## src/rtl/sync_tree_arb.sv

```systemverilog
// Clocked M-to-1 level-handshake arbiter with round-robin or fixed-priority selection.
// Grants are held until the owner withdraws, and every handover passes through an all-zero cycle.
module sync_tree_arb #(
    parameter int MR        = 4,
    parameter int PRIO_MODE = 0,
    localparam int IW       = (MR > 1) ? $clog2(MR) : 1
) (
    input  logic          clk,
    input  logic          rst_n,
    input  logic [MR-1:0] req,
    output logic [MR-1:0] gnt,
    output logic          gnt_vld,
    output logic [IW-1:0] gnt_idx
);

    typedef enum logic {
        IDLE  = 1'b0,
        GRANT = 1'b1
    } state_e;

    state_e        state_q, state_d;
    logic [IW-1:0] ptr_q, ptr_d;
    logic [IW-1:0] idx_q, idx_d;
    logic [MR-1:0] gnt_q, gnt_d;
    logic          vld_q, vld_d;

    logic [IW-1:0] win;
    logic [IW-1:0] candIdx;
    logic          found;
    int            cand;

    // Search starts at the pointer in round-robin mode and at index 0 in fixed-priority mode.
    always_comb begin
        win     = '0;
        found   = 1'b0;
        cand    = 0;
        candIdx = '0;
        for (int k = 0; k < MR; k++) begin
            if (PRIO_MODE == 1) begin
                cand = k;
            end else begin
                cand = (int'(ptr_q) + k) % MR;
            end
            candIdx = IW'(cand);
            if (!found && req[candIdx]) begin
                found = 1'b1;
                win   = candIdx;
            end
        end
    end

    always_comb begin
        state_d = state_q;
        ptr_d   = ptr_q;
        idx_d   = idx_q;
        gnt_d   = gnt_q;
        vld_d   = vld_q;
        case (state_q)
            IDLE: begin
                if (|req) begin
                    state_d    = GRANT;
                    gnt_d      = '0;
                    gnt_d[win] = 1'b1;
                    idx_d      = win;
                    vld_d      = 1'b1;
                    if (PRIO_MODE == 0) begin
                        ptr_d = (int'(win) == MR - 1) ? '0 : IW'(int'(win) + 1);
                    end
                end
            end
            GRANT: begin
                // Only the owner's level matters here; returning to IDLE forces the zero cycle.
                if (!req[idx_q]) begin
                    state_d = IDLE;
                    gnt_d   = '0;
                    idx_d   = '0;
                    vld_d   = 1'b0;
                end
            end
        endcase
    end

    always_ff @(posedge clk or negedge rst_n) begin
        if (!rst_n) begin
            state_q <= IDLE;
            ptr_q   <= '0;
            idx_q   <= '0;
            gnt_q   <= '0;
            vld_q   <= 1'b0;
        end else begin
            state_q <= state_d;
            ptr_q   <= ptr_d;
            idx_q   <= idx_d;
            gnt_q   <= gnt_d;
            vld_q   <= vld_d;
        end
    end

    assign gnt     = gnt_q;
    assign gnt_vld = vld_q;
    assign gnt_idx = idx_q;

endmodule

```

## config.mk

```make
export PLATFORM = sky130hd
export DESIGN_NAME = sync_tree_arb
export DESIGN_NICKNAME = d
export VERILOG_FILES = /design/src/rtl/sync_tree_arb.sv
export SDC_FILE = /design/constraint.sdc
export NUM_CORES = 1
export LEC_CHECK = 0
export ABC_AREA = 1
export CORE_AREA = 2 2 41 43
export DETAILED_ROUTE_END_ITERATION = 7
export DIE_AREA = 0 0 43 45
export MAX_ROUTING_LAYER = met4
export PLACE_DENSITY = 0.76
export SYNTH_ARGS = -nofsm -noshare
export SYNTH_HDL_FRONTEND = slang
export SYNTH_SLANG_ARGS = --single-unit
```

## constraint.sdc

```tcl
create_clock -name clk -period 5.6 [get_ports clk]
set_clock_uncertainty 0.15 [all_clocks]
set_input_delay 1.12 -clock clk [delete_from_list [all_inputs] [get_ports clk]]
set_output_delay 1.12 -clock clk [all_outputs]
set_load 0.01 [all_outputs]
```

Yosys cells after proc, flatten, opt, wreduce, memory -nomap -nowiden:

Index checks and enable logic that the tools add are counted.

* divide/modulo/power cells: 0
* $lt $le $gt $ge: 7
* add/subtract/negate cells: 4
* multipliers: 0
* bitwise operators: 1
* multiplexer cells: 32
* reduce and logical (&&, ||, !) cells: 10
* equal/unequal tests: 3
* shifts and indexed selects: 0

Operators by type and width (count)
* less-than comparator 2 x 3 -> 1 bit (second input constant): 6
* two-way mux 2 bit: 7
* two-way mux 1 bit: 13
* binary-select mux 1 bit (select 2 bit): 5
* two-way mux 4 bit: 2
* one-hot mux 4 bit (2 select lines): 1
* adder 2 x 1 -> 2 bit (second input constant): 2
* adder 2 bit (second input constant): 2
* logical AND 1 bit: 4
* inequality test 2 bit (second input constant): 2
* one-hot mux 1 bit (2 select lines): 2
* one-hot mux 2 bit (2 select lines): 1
* AND reduction 2 bit: 2
* OR reduction 4 bit: 1
* logical NOT 1 bit: 3
* demux 1 bit (select 2 bit): 1
* == test 2 x 1 -> 1 bit (second input constant): 1
* >= comparator 2 x 1 -> 1 bit (second input constant): 1
* NOT 1 bit: 1

* word-level logic and storage cells: 62
* output and inout port bits: 7
* memories: 0
* bits in latches: 0
* register bits: 10
* memory bits (read-only): 0
* memory bits (writable): 0
* bits of input ports: 6

Depth between registers and ports, before layout:

Gate-level depths: netlist of the first run.

* depth in word-level cells: 18
* depth in mapped cells: 14
* depth with buffers taken out: 13

Worst setup path after synthesis of the first run:

Ideal clock, no wire load.

* kind: input to register
* start point: input req[3]
* end point: register gnt_q[0], in the netlist gnt[0]
* required time: 5.329 ns
* arrival time: 2.206 ns
* buffers on the path: 0
* library setup time: 0.121 ns
* setup slack: 3.124 ns
* stages on the path: 11
* cells stage by stage: inv_1 > o21ai_2 > nand2_4 > nand2_4 > nand3_1 > nand2_1 > nand2_2 > nand2_2 > inv_1 > ha_1 > a22o_1

* cells in the longest elaborated chain, start to end: 18
* elaborated cells between the ends (all ways): 34
* those cells by class: order compare (2); eq/ne (2); mux (21); reduce/logical (9)

Ends and longest elaborated chain
* start: declaration: line 10 `input logic [MR-1:0] req,`
* binary-select mux 1 bit (select 2 bit): line 45 `if (!found && req[candIdx]) begin`
* two-way mux 1 bit (implied by the code): line 45
* two-way mux 1 bit: line 45
* logical NOT 1 bit: line 45
* logical AND 1 bit: line 45
* two-way mux 1 bit: line 45
* logical NOT 1 bit: line 45
* logical AND 1 bit: line 45
* [2 not listed]
* logical AND 1 bit: line 45
* two-way mux 2 bit: line 45
* less-than comparator 2 x 3 -> 1 bit (implied by the code) / >= comparator 2 x 1 -> 1 bit (equally long branches): line 63 `gnt_d[win] = 1'b1;`
* logical AND 1 bit (implied by the code): line 63
* two-way mux 1 bit (implied by the code): line 63
* demux 1 bit (select 2 bit): line 63
* two-way mux 4 bit: line 60 `if (|req) begin`
* one-hot mux 4 bit (2 select lines): line 58 `case (state_q)`
* end signal: assignment: line 94 `gnt_q <= gnt_d;`
* end: declaration: line 24 `logic [MR-1:0] gnt_q, gnt_d;`

Parallel ways exist; a longest one is shown, timed or not. The select of a mux whose other input is x is not followed.
A chain may end at the register's enable or synchronous reset.

Worst setup path in the final report of the first run:

Ends and elaborated chain as after synthesis.

==> summary.txt, run 1 <==
Resized Gates After CTS -> 0
die width -> 43 um
Slew HR -> 70.3%
Core Util, Final -> 62.0%
RSZ-0062 raised after global routing -> no
first-pass GRT wire length -> 2.52 mm
Yosys reg bits -> 10
Final HPWL DP -> 1.18 mm
slowest stage cell on the critical path -> clkdlybuf4s50_1
top cell type by total area after synthesis -> dfrtp_1
H-tree depth -> 1
die outline height -> 45 um
yosys synthesis warning count -> 0
Final Setup Violations -> 0
I/O pins -> 13
max frequency -> 353 MHz
clk buf depth -> 2
Final Critical Period -> 2.84 ns
die area -> 1940 um^2
Slew Viols, Final -> 0
RR Startpoint -> ptr_q[0]
Slew @ Worst Pin -> 0.446 ns
Fillers -> 141
WHS Path Cells -> 1
IO Port Bufs -> 12
Pwr per Cell Area -> 622 nW/um^2
row count -> 14
DRC -> 0
R2R Setup Slk -> 3.52 ns
gpl congestion -> 0.855
worst-path fanout max -> 4
largest net degree at the start of global routing -> 11
CP Capture Type -> flop
clock sinks -> 10
Initial Util -> 50.8%
busiest grt layer -> met2
Worst Path Arrival -> 2.83 ns
Leak -> 0.485 nW
count of cell types in the netlist -> 20
hold_buf cts -> 0
First-pass DRT Iterations -> 4
setup TNS -> 0 ns
total grt overflow -> 0
Crit Path Class -> primary input to flop
crit path cell chain -> clkdlybuf4s50_1 > inv_1 > o21ai_2 > nand2_4 > nand2_4 > nand3_1 > nand2_1 > nand2_2 > nand2_2 > inv_1 > ha_1 > a22o_1
Synth top area share -> 33.5%
Max-cap violations -> 0
Worst setup startpoint -> req[3]
Num CTS Buffers -> 3
total number of vias -> 681
post-synthesis cell count -> 97
P&R area growth vs syn -> 22.1%
total routed wirelength -> 1.43 mm
post-CTS setup buffers -> 0
cell area after layout -> 912 um^2
status -> finished clean
Worst Hold Class -> flop to flop
M1 GR Usage -> 23.7%
Clk Latency, worst-skew pair -> 0.26 ns
root buf cell -> clkbuf_4
layout cells sized above 1 -> 22.3%
vias in the first global route -> 590
mapped cell area -> 747 um^2
Synth area leaders -> dfrtp_1, nand2_1, nand2_2
Hold Vio Cnt, Final -> 0
initial antenna violation count -> 0
CTS tree -> done
R2R depth -> 8
drt initial violations -> 7
CTS clk-pin slew, worst paths -> 0.06 ns
VDD IR max -> 294 uV
worst reg2reg endpoint -> gnt[0]
sequential fraction of the synthesis area -> 33.5%
CP Launch Type -> primary input
post-synthesis average cell area -> 7.70 um^2
Vias per Instance -> 5.32
Worst Setup EP -> gnt[0]
GRT Resource Usage Total -> 17.8%
CORE AREA -> 1470 um^2
diode count -> 0
Cell Area, Placed -> 876 um^2
met3 Use GR -> 6.00%
Tcrit/Tclk final -> 50.6%
Worst EP required -> 5.59 ns
Synth Net Count -> 107
Routed Antenna Nets -> 0
GR Util met2 -> 28.5%
DR WL/cell -> 11.2 um
Critical Path Max Stage Delay -> 0.48 ns
Final nets -> 123
## sequential cells by signal, indices dropped and copies added, names as in the netlist
register and cells:
ptr_q 2, state_q 1, gnt 4, gnt_idx 2, gnt_vld 1
## kinds of logic after synthesis
| family | Yosys count | share of synthesized area [%] |
|---|---|---|
| compound gates | 13 | 11.2 |
| fa+ha+maj | 4 | 6.70 |
| buf+inv | 17 | 10.6 |
| flops | 10 | 33.5 |
| simple gates | 53 | 38.0 |
## cells in the mapped netlist
library cell and number:
nand2_1 27, inv_1 12, dfrtp_1 10, nand2_2 10
nand3_1 5, o21ai_0 5, a22o_1 4, ha_1 4
inv_2 3, nand2_4 3, nand4_1 3, a21oi_1 2
nor2_1 2, and2_4 1, buf_6 1, inv_8 1
nand3_2 1, nor3_4 1, o21ai_1 1, o21ai_2 1
## worst max-delay path, delay by kind of cell
| family | cells | cell delay, ns |
|---|---|---|
| simple gates | 6 | 0.47 |
| fa+ha+maj | 1 | 0.19 |
| compound gates | 2 | 0.42 |
| buf+inv | 3 | 0.63 |
## metrics by stage
step / power, mW / cells / hold slack (ns) / setup slack [ns]
6_report: 0.567 / 128 / 0.352 / 2.76
5_1_grt: 0.632 / 128 / 0.379 / 2.62
4_1_cts: 0.573 / 128 / 0.356 / 2.77
3_5_place_dp: 0.506 / 124 / 0.342 / 2.50
3_3_place_gp: 0.496 / 124 / 0.337 / 2.54
2_1_floorplan: 0.420 / 97 / 0.364 / 3.12
## placed cells by master, fill, tap and decap left out, types with 2 or more instances in the layout
| cell type | instances |
|---|---|
| a22o_1 | 4 |
| nand2_2 | 10 |
| nand3_1 | 5 |
| clkdlybuf4s50_1 | 12 |
| dfrtp_1 | 10 |
| ha_1 | 4 |
| inv_1 | 12 |
| nor2_1 | 2 |
| o21ai_0 | 5 |
| nand4_1 | 3 |
| clkbuf_4 | 3 |
| nand2_4 | 3 |
| inv_2 | 3 |
| a21oi_1 | 2 |
| nand2_1 | 27 |
## per-layer routing
layer | vias to the layer above | routed length, um | part of all wire [%]
met5 | - | 0 | 0
met4 | 0 | 0 | 0
met3 | 0 | 59 | 4.1
met2 | 21 | 704 | 49
met1 | 323 | 669 | 47
li1 | 337 | - | -
## how the worst min path moves through the flow
stage,start,end,slack (ns)
2_1_floorplan,state_q,gnt_vld,0.36
5_1_grt,gnt[3],gnt[3],0.38
3_5_place_dp,gnt[3],gnt[3],0.34
3_3_place_gp,gnt[3],gnt[3],0.34
4_1_cts,gnt[3],gnt[3],0.36
6_report,gnt[3],gnt[3],0.35
## where the power goes
part	switching [mW]	total [mW]	internal, mW
registers	0.0368	0.140	0.103
clock network	0.0227	0.0621	0.0394
logic	0.219	0.365	0.146
total	0.278	0.567	0.289
## final cells by class
type                    instances  area, um^2  share of cell area (%)
inverters                      16        67.6                    7.41
clock buffers                   4        36.3                    3.98
repair buffers                 12         120                    13.2
well taps                      16        20.0                    2.19
flip-flops and latches         10         250                    27.4
multi-input cells              70         418                    45.8
Power figures use the tool's default switching activity.
==> run 2, diff against run 1 <==
--- a/config.mk
+++ b/config.mk
@@ -6,11 +6,11 @@
 export NUM_CORES = 1
 export LEC_CHECK = 0
 export ABC_AREA = 1
-export CORE_AREA = 2 2 41 43
+export CORE_AREA = 2 2 44 46
 export DETAILED_ROUTE_END_ITERATION = 7
-export DIE_AREA = 0 0 43 45
+export DIE_AREA = 0 0 46 48
 export MAX_ROUTING_LAYER = met4
-export PLACE_DENSITY = 0.76
+export PLACE_DENSITY = 0.69
 export SYNTH_ARGS = -nofsm -noshare
 export SYNTH_HDL_FRONTEND = slang
 export SYNTH_SLANG_ARGS = --single-unit
==> constraint.sdc (replaced) <==
create_clock -name clk -period 2.49 [get_ports clk]
set_clock_uncertainty 0.15 [all_clocks]
set_input_delay 0.498 -clock clk [delete_from_list [all_inputs] [get_ports clk]]
set_output_delay 0.498 -clock clk [all_outputs]
set_load 0.01 [all_outputs]
==> summary.txt, run 2 (synthesized netlist as in run 1, its figures left out) <==
Critical Path Max Stage Delay -> 0.48 ns (about the same)
I/O pins -> 13 (unchanged)
post-CTS setup buffers -> 0 (unchanged)
max frequency -> 452 MHz
crit path cell chain -> clkdlybuf4s50_1 > inv_1 > o21ai_2 > nand2_4 > nand2_4 > nand3_1 > nand2_1 > nand2_2 > nand2_2 > inv_1 > ha_1 > a22o_1
most common cell after layout, fill and taps aside -> nand2_1
CP top delay family -> buffers and inverters
Pwr per Cell Area -> 1410 nW/um^2 (+130%)
R2R Setup Slk -> 0.40 ns (-3.12 ns)
Hold Vio Cnt, Final -> 0 (unchanged)
initial antenna violation count -> 0 (unchanged)
drt initial violations -> 11 (+4)
first-pass GRT wire length -> 2.48 mm (-1.6%)
CP Capture Type -> flop
Initial Util -> 44.2% (-6.5 points)
Setup WS pre-CTS -> -0.00874 ns (-2.51 ns)
setup ws final -> 0.279 ns (-2.48 ns)
GRT Resource Usage Total -> 16.4% (-1.4 points)
IO Port Bufs -> 12 (unchanged)
Routed Antenna Nets -> 0 (unchanged)
Vias per Instance -> 5.10 (-4.1%)
Final nets -> 123 (unchanged)
diode count -> 0 (unchanged)
Leak -> 0.485 nW (unchanged)
cell area after layout -> 913 um^2 (+0.14%)
Post-Place Cells -> 125 (+0.81%)
CTS tree -> done
Slew @ Worst Pin -> 0.464 ns (+0.0182 ns)
root buf cell -> clkbuf_4
layout cells sized above 1 -> 22.3% (unchanged)
vias in the first global route -> 587 (-0.51%)
Final Critical Period -> 2.21 ns
commonest cells after routing, fill and taps aside -> nand2_1, inv_1, clkdlybuf4s50_1
Worst Path Arrival -> 2.22 ns (-0.61 ns)
die width -> 46 um (+7.0%)
P&R area growth vs syn -> 22.3%
Final HPWL DP -> 1.18 mm (+0.17%)
status -> finished clean
RSZ-0062 raised after global routing -> no
Slew Viols, Final -> 0 (unchanged)
hold_buf cts -> 0 (unchanged)
Slew HR -> 69.0% (-1.3 points)
slowest stage cell on the critical path -> clkdlybuf4s50_1
die area -> 2210 um^2 (+14%)
total number of vias -> 658 (-3.4%)
First-pass DRT Iterations -> 4 (unchanged)
largest net degree at the start of global routing -> 11 (unchanged)
CTS clk-pin slew, worst paths -> 0.06 ns (about the same)
Resized Gates After CTS -> 0 (unchanged)
clk buf depth -> 2 (unchanged)
Final Setup Violations -> 0 (unchanged)
Cell Area, Placed -> 877 um^2 (+0.14%)
total routed wirelength -> 1.48 mm (+3.1%)
Crit Path Class -> primary input to flop
Worst EP required -> 2.49 ns (-3.10 ns)
clock sinks -> 10 (unchanged)
total grt overflow -> 0 (unchanged)
Num CTS Buffers -> 3 (unchanged)
Final Hold Slack -> 0.345 ns (-0.00695 ns)
max reg flops -> 4 (unchanged)
Clk Latency, worst-skew pair -> 0.27 ns (about the same)
DRC -> 0 (unchanged)
CORE AREA -> 1690 um^2 (+15%)
row count -> 15 (+1)
H-tree depth -> 1 (unchanged)
CP Launch Type -> primary input
Max-cap violations -> 0 (unchanged)
Tcrit/Tclk final -> 88.8%
Worst Hold Class -> flop to flop
die outline height -> 48 um (+6.7%)
Buf+Inv Stages, Crit Path -> 3 (unchanged)
VDD IR max -> 760 uV (+160%)
post-route insts no fill -> 129 (+0.78%)
gpl congestion -> 0.889 (+4.0%)
DR WL/cell -> 11.5 um (+2.3%)
worst-path fanout max -> 4 (unchanged)
run 2: cell counts in the layout (fill, tap and decap cells not counted):
Identical to the previous run, type by type.
run 2: per-stage QoR:
stage | setup TNS [ns] | power, mW | utilization, %
after floorplan | 0 | 0.944 | -
after global placement | 0 | 1.13 | 51.9
after detailed placement | -0.00906 | 1.14 | 51.9
after CTS | 0 | 1.30 | 54.1
after global routing | 0 | 1.41 | 54.1
final | 0 | 1.29 | 54.1
run 2: layout make-up:
type	count	area [um^2]
Timing Repair Buffer	12	120
Inverter	16	67.6
Tap cell	17	21.3
Clock buffer	4	36.3
Multi-Input combinational cell	70	418
Fill cell	167	776
Sequential cell	10	250
run 2: path summary, 6_finish.rpt:
check | startpoint | to | depth (start not counted)
hold / removal | gnt[2] | gnt[2] | 1
hold reg to reg | gnt[2] | gnt[2] | 1
max in group asynchronous | rst_n | gnt_vld | 1
setup / recovery | req[3] | gnt[0] | 12
setup reg to reg | ptr_q[0] | gnt[0] | 11
min in group asynchronous | rst_n | ptr_q[1] | 1
run 2: power by group:
group          internal (mW)  switching (mW)  total, mW
Clock                 0.0888          0.0602      0.149
Combinational          0.329           0.495      0.824
Sequential             0.232          0.0798      0.312
run 2: routing by layer:
layer	track usage (%)	wire, um
met5	-	0
met4	6.86	17
met3	3.40	32
met2	23.6	673
met1	22.2	755
==> RTL edit, RTL diff (config.mk and constraints of run 2) <==
`PRIO_MODE`: 0 -> 1.
--- a/src/rtl/sync_tree_arb.sv
+++ b/src/rtl/sync_tree_arb.sv
@@ -2,7 +2,7 @@
 // Grants are held until the owner withdraws, and every handover passes through an all-zero cycle.
 module sync_tree_arb #(
     parameter int MR        = 4,
-    parameter int PRIO_MODE = 0,
+    parameter int PRIO_MODE = 1,
     localparam int IW       = (MR > 1) ? $clog2(MR) : 1
 ) (
     input  logic          clk,
Formal check against the unedited RTL: not equivalent (a bounded check fails within 4 cycles, from zero or initial values and one cycle with rst_n low).
==> RTL edit against run 2 <==
  * Hold slack worse by 22 ps
  * Cell area fell by 38%
  * Worst setup slack better by 330 ps
  * Critical path type is now flop to primary output
  * Sequential share of layout area grew 7.9 points
  * Power down 60%
  * Largest power group unchanged
  * Routed wire length decreased by 42%
  * Synthesized area decreased by 46%
  * Sequential cell count shrank 2
  * Critical endpoint is now gnt_idx[0]
  * Cell count is 33% lower
  * Core utilization is 21 points lower
==> RTL edit: results (changes against run 2) <==
- GR Layer Usage met2: 0.1556 (-0.08056)
- Max_slew headroom: 0.7594 (+0.06982)
- Total GRT Usage: 0.1064 (-0.05746)
- Drt first pass iters: 3 (-1)
- Worst reg2reg path depth: 7 (-4)
- First-pass GRT wire length: 1.531 mm (-38%)
- Layout cells sized above 1: 0.1014 (-0.1218)
- Worst hold path stage count: 2 (+1)
- Net Count, Synth: 60 (-44%)
- Max incr delay on CP: 570 ps (+90 ps)
- Arr. time, crit path: 1240 ps (-980 ps)
- Grt met1 use: 0.1224 (-0.09926)
- Adder-cell area share of the yosys netlist: 0 (-0.06700)
- Vias per cell: 4.465 (-12%)
- Sw Share: 0.3659 (-0.1282)
- Register area share after synthesis: 0.4969 (+0.1619)
- Gate Count Post-Synth: 54 (-44%)
- Leakage: 0.2941 nW (-39%)
- Clk Latency, worst-skew pair: 250 ps (-20 ps)
- DP Area: 544.3 um^2 (-38%)
- DP Wirelength: 666.5 um (-43%)
- Largest net degree at the start of global routing: 9 (-2)
- DR iter-0 viols: 6 (-5)
- Unique masters post-synth: 10 (-50%)
- Status: finished clean
- Hold_ws: 323.3 ps (-22.10 ps)
- Number of global-route vias before repair: 351 (-40%)
- Met1 WL: 405 um (-46%)
- Min-Delay Endpoint: gnt[3]
- Met3 routed WL: 54 um (+69%)
- Crit Path Max Fanout: 5 (+1)
- Peak supply drop: 279.9 uV (-63%)
- Top cells by area, synth: dfrtp_1 50%, nand2_1 24%, nand3_1 7.5%, inv_1 6.5%, nand2_2 3.1%
- Nets: 77 (-37%)
- DR vias: 384 (-42%)
- Avg WL per Cell: 9.884 um (-14%)
- Placed Cells: 83 (-34%)
- RR Endpoint: gnt[1]
- Post-synth top cells: 26 x nand2_1, 8 x dfrtp_1, 7 x inv_1
- Compound-Gate Fraction of Synth Area: 0.03106 (-0.08117)
==> RTL edit: area by class of cell <==
cell class	instances	area [um^2]
Fill cell	196	1122
Sequential cell	8	200.2
Multi-Input combinational cell	39	176.4
Timing Repair Buffer	12	120.1
Inverter	7	26.28
Clock buffer	3	22.52
Tap cell	17	21.27
==> RTL edit: power groups by stage <==
stage	Clock, mW	Combinational, mW	Sequential (mW)
global placement	0	0.218	0.203
global route	0.110	0.250	0.211
finish	0.0988	0.218	0.204
floorplan	0	0.101	0.217
detailed placement	0	0.220	0.206
CTS	0.106	0.220	0.205
==> RTL edit: worst max-delay path by stage <==
| stage | from | to | slack (ps) |
|---|---|---|---|
| detailed placement | req[3] | gnt[1] | 610 |
| floorplan | req[1] | gnt_vld | 1260 |
| global route | gnt_idx[0] | gnt_idx[0] | 560 |
| CTS | gnt_idx[0] | gnt_idx[0] | 590 |
| global placement | req[1] | gnt[1] | 650 |
| finish | gnt_idx[0] | gnt_idx[0] | 610 |
